===== src/rtl/signmag_addsub.sv =====
// Sign-magnitude adder/subtractor with a start/finish handshake.
// Operands are captured on the start edge; the result is registered.
module signmag_addsub #(
  parameter int WIDTH = 16
) (
  input  logic             clk,
  input  logic             nRST,
  input  logic [WIDTH-1:0] in1,
  input  logic [WIDTH-1:0] in2,
  input  logic             sub,
  input  logic             sat_en,
  input  logic             start,
  output logic [WIDTH-1:0] out,
  output logic             overflow,
  output logic             busy,
  output logic             finish
);

  localparam int M = WIDTH - 1;

  typedef enum logic [1:0] {S_IDLE, S_LOAD, S_ADD, S_DONE} state_t;

  state_t r_state, w_next;

  logic [WIDTH-1:0] r_a, r_b;
  logic             r_sub, r_sat;
  logic [M-1:0]     r_big, r_small;
  logic             r_same, r_sa, r_sign_big;

  logic [M-1:0]     w_ma, w_mb;
  logic             w_sa, w_sb, w_a_ge;
  logic [M-1:0]     w_sum, w_diff, w_mag;
  logic             w_cout, w_ovf, w_sign;
  logic [WIDTH-1:0] w_res;

  // A zero magnitude always carries a positive sign, so -0 behaves as +0.
  assign w_ma   = r_a[M-1:0];
  assign w_mb   = r_b[M-1:0];
  assign w_sa   = r_a[M] & (|w_ma);
  assign w_sb   = (r_b[M] ^ r_sub) & (|w_mb);
  assign w_a_ge = (w_ma >= w_mb);

  always_comb begin
    logic c;
    c = 1'b0;
    for (int unsigned i = 0; i < M; i++) begin
      w_sum[i] = r_big[i] ^ r_small[i] ^ c;
      c        = (r_big[i] & r_small[i]) | (c & (r_big[i] ^ r_small[i]));
    end
    w_cout = c;
  end

  assign w_diff = r_big - r_small;
  assign w_ovf  = r_same & w_cout;
  assign w_mag  = r_same ? ((w_ovf & r_sat) ? '1 : w_sum) : w_diff;
  assign w_sign = r_same ? r_sa : r_sign_big;
  assign w_res  = (w_mag == '0) ? '0 : {w_sign, w_mag};

  always_comb begin
    w_next = r_state;
    case (r_state)
      S_IDLE:  if (start) w_next = S_LOAD;
      S_LOAD:  w_next = S_ADD;
      S_ADD:   w_next = S_DONE;
      S_DONE:  if (!start) w_next = S_IDLE;
      default: w_next = S_IDLE;
    endcase
  end

  always_ff @(posedge clk or negedge nRST) begin
    if (!nRST) begin
      r_state    <= S_IDLE;
      r_a        <= '0;
      r_b        <= '0;
      r_sub      <= 1'b0;
      r_sat      <= 1'b0;
      r_big      <= '0;
      r_small    <= '0;
      r_same     <= 1'b0;
      r_sa       <= 1'b0;
      r_sign_big <= 1'b0;
      out        <= '0;
      overflow   <= 1'b0;
    end else begin
      r_state <= w_next;
      case (r_state)
        S_IDLE: if (start) begin
          r_a   <= in1;
          r_b   <= in2;
          r_sub <= sub;
          r_sat <= sat_en;
        end
        S_LOAD: begin
          r_same     <= (w_sa == w_sb);
          r_sa       <= w_sa;
          r_big      <= w_a_ge ? w_ma : w_mb;
          r_small    <= w_a_ge ? w_mb : w_ma;
          r_sign_big <= w_a_ge ? w_sa : w_sb;
        end
        S_ADD: begin
          out      <= w_res;
          overflow <= w_ovf;
        end
        default: ;
      endcase
    end
  end

  assign busy   = (r_state != S_IDLE);
  assign finish = (r_state == S_DONE);

endmodule


===== config.mk =====
export PLATFORM = sky130hd
export DESIGN_NAME = signmag_addsub
export DESIGN_NICKNAME = d
export VERILOG_FILES = /design/src/rtl/signmag_addsub.sv
export SDC_FILE = /design/constraint.sdc
export NUM_CORES = 1
export LEC_CHECK = 0
export ABC_CLOCK_PERIOD_IN_PS = 6700
export CORE_UTILIZATION = 58
export CTS_CLUSTER_SIZE = 24
export DETAILED_ROUTE_END_ITERATION = 16
export DONT_BUFFER_PORTS = 1
export PLACE_DENSITY_LB_ADDON = 0.08
export SETUP_SLACK_MARGIN = 0.15
export SYNTH_ARGS = -nofsm -noshare
export SYNTH_HDL_FRONTEND = slang
export SYNTH_SLANG_ARGS = --single-unit
export TNS_END_PERCENT = 5

===== constraint.sdc =====
create_clock -name clk -period 6.7 [get_ports clk]
set_input_delay 2.01 -clock clk [delete_from_list [all_inputs] [get_ports clk]]
set_output_delay 2.01 -clock clk [all_outputs]
set_load 0.005 [all_outputs]

==> run summary <==
Synthesized area - 5240 um^2
Final setup TNS - -228 ps
Starting Density - 60.1%
Max stage delay on crit path - 390 ps
Ys async rst share - 100%
Synth Flop Type - dfrtp_1
Initial DRC count - 155
Final Non-Filler Cells - 613
Placed Cells - 597
Total inserted antenna cells - 0
Clk buf depth - 2
Wire per inst - 16.6 um
Fin. max-slew vios - 0
Max_slew headroom - 19.7%
Top delay family on crit path - adder cells
Failing checks - setup timing
Drt drc - 0
GP Congestion - 0.828
Final WS setup - -228 ps
Minimum clock period - 6930 ps
Pre-CTS setup slack - -360 ps
Hpwl dp - 7350 um
Tot GR Track Use - 23.2%
Crit start category - flop
Critical path arrival - 7190 ps
Max Used Layer - met4
Synth cell types - 48
Worst-Margin Slew - 1200 ps
Post-synthesis sequential area ratio - 41.1%
Post-layout util - 64.4%
Core area - 8720 um^2
Status - finished, violations left
Nets - 588
Syn_nets - 586
First-pass GRT wire length - 17,300 um
CTS sink count - 86
WL met1 - 4960 um
CTS buffer count - 9
Maxcap violations - 0
Worst path most repeated cell - fa_2
Antenna violations before repair - 0
Final wirelength - 10,200 um
WP data required - 6960 ps
Area delta synth->final - 7.16%
Clock skew - 11.0 ps
# IOs - 56
Post-DR vias/cell - 5.82
Final Cycle Share - 103%
Setup violators final - 1
H-tree depth - 3
PortBufs - 0
Synth warnings - 0
Die ar. - 9420 um^2
CP max FO - 4
Register bit total from synthesis - 86
Aggregate global routing overflow - 0
WS Path Type - reg2reg
Root buf cell - clkbuf_8
Worst skew pair latency - 370 ps
Post-CTS Hold Buffers - 0
Max frequency - 144 MHz
Met3 wire len - 396 um
Crit path buffers/inverters - 3
Final ANT Viol Nets - 0
Die width - 97.1 um
Row cnt - 34
Slowest CP cell - dfrtp_1
CP Capture Type - flop
Post-synth EDFFs - 0
Vias in the first global route - 3,593
Largest net degree at the start of global routing - 87
Gate Count Post-Synth - 498
Die H - 97.1 um
First-pass DRT Iterations - 4
Clock-pin slew on the worst setup and hold paths - 90 ps
Final hold violation count - 0
RSZ-0062 raised after global routing - true
Syn_area_per_cell - 10.5 um^2
CTS tree - done
DR vias - 3,570
Layout cells sized above 1 - 19.6%
Worst Hold Class - reg2reg
DR WL met2 - 4680 um
==> cell usage after synthesis, drive strengths merged, types with 3 or more instances <==
cell type	count	area, um^2
nor3	11	60.1
fa	15	300
buf	7	77.6
mux2	41	465
o21ai	23	126
nand2	19	71.3
nor2	52	203
inv	41	154
dfrtp	86	2150
nand4	3	18.8
nand3	4	20.0
xor2	4	35.0
a211oi	5	37.5
mux2i	33	330
nor2b	4	25.0
clkbuf	13	48.8
ha	36	450
or3	3	18.8
a41oi	4	35.0
a21o	4	30.0
o31a	3	26.3
xnor2	4	35.0
o21a	6	45.0
a21oi	51	274
nor4	8	50.1
==> metal layers <==
metal	global-route usage [%]	vias to the layer above
li1	-	1748
met1	32.8	1732
met2	36.5	80
met3	3.88	10
met4	7.58	0
met5	0	-
==> layout make-up <==
| type | count | area (um^2) |
|---|---|---|
| inverter | 41 | 154 |
| multi-input combinational | 351 | 2890 |
| sequential | 86 | 2150 |
| tap | 108 | 135 |
| timing repair buffer | 11 | 82.6 |
| fill | 701 | 3110 |
| clock buffer | 10 | 128 |
| clock inverter | 6 | 70.1 |
==> registers in the layout (all words and copies together), names as in the netlist <==
register,flops
r_small,15
r_sign_big,1
r_same,1
r_sat,1
r_state,2
r_sub,1
r_big,15
r_b,16
overflow,1
r_a,16
out,16
r_sa,1
==> placed cells by master (no fill, tap or decap), types with 2 or more instances in the layout <==
cell	n
ha_1	34
o21ai_0	16
nor3_1	10
ha_2	2
a21oi_1	48
xor2_1	4
nand3_1	4
fa_2	13
xnor2_1	4
a211oi_2	2
nor2_1	51
o31ai_1	2
a21oi_2	2
a41oi_1	4
mux2_2	40
o31a_1	3
o21ai_2	3
nor2b_1	4
mux2i_1	33
clkbuf_8	9
o21a_1	6
nor3b_1	2
nor4_1	7
inv_1	40
buf_4	11
fa_1	2
clkinvlp_4	2
o21ai_1	4
or3_1	3
a211oi_1	2
a21o_1	4
nand2_1	19
dfrtp_1	86
nand4_1	3
a31oi_1	2
==> cells by family after synthesis <==
kind of cell / Yosys count / share of synthesized area, %
flip-flops: 86 / 41.1
AO/OA/AOI/OAI: 106 / 12.5
AND/OR/NAND/NOR: 112 / 10.3
adder cells (fa/ha/maj): 51 / 14.3
multiplexers: 74 / 15.2
buffers and inverters: 61 / 5.35
XOR/XNOR: 8 / 1.34
==> final timing paths <==
| check | depth (start not counted) | start | end | slack (ps) |
|---|---|---|---|---|
| min in group asynchronous | 0 | nRST | out[1] | 1330 |
| hold reg to reg | 1 | r_sa | r_sa | 520 |
| setup / recovery | 25 | r_big[0] | out[15] | -230 |
| hold / removal | 1 | r_sa | r_sa | 520 |
| setup reg to reg | 25 | r_big[0] | out[15] | -230 |
| max in group asynchronous | 0 | nRST | r_big[6] | 5200 |
==> metrics by stage <==
| step | cell area, um^2 | hold WS, ps |
|---|---|---|
| after floorplan | 5300 | 475 |
| after global placement | 5390 | 493 |
| after detailed placement | 5390 | 499 |
| after CTS | 5600 | 521 |
| after global routing | 5620 | 548 |
| final | 5620 | 518 |
==> timing repair <==
action	in CTS	in global routing
gates resized for setup	4	2
buffers inserted	0	0
hold endpoints to repair	0	0
gates cloned	0	0
pin swaps	3	4
endpoints found under the setup margin	2	3
Power is left out: the tool's default activity adds up to more than one toggle a clock period on the data nets, which glitch-free logic cannot reach.
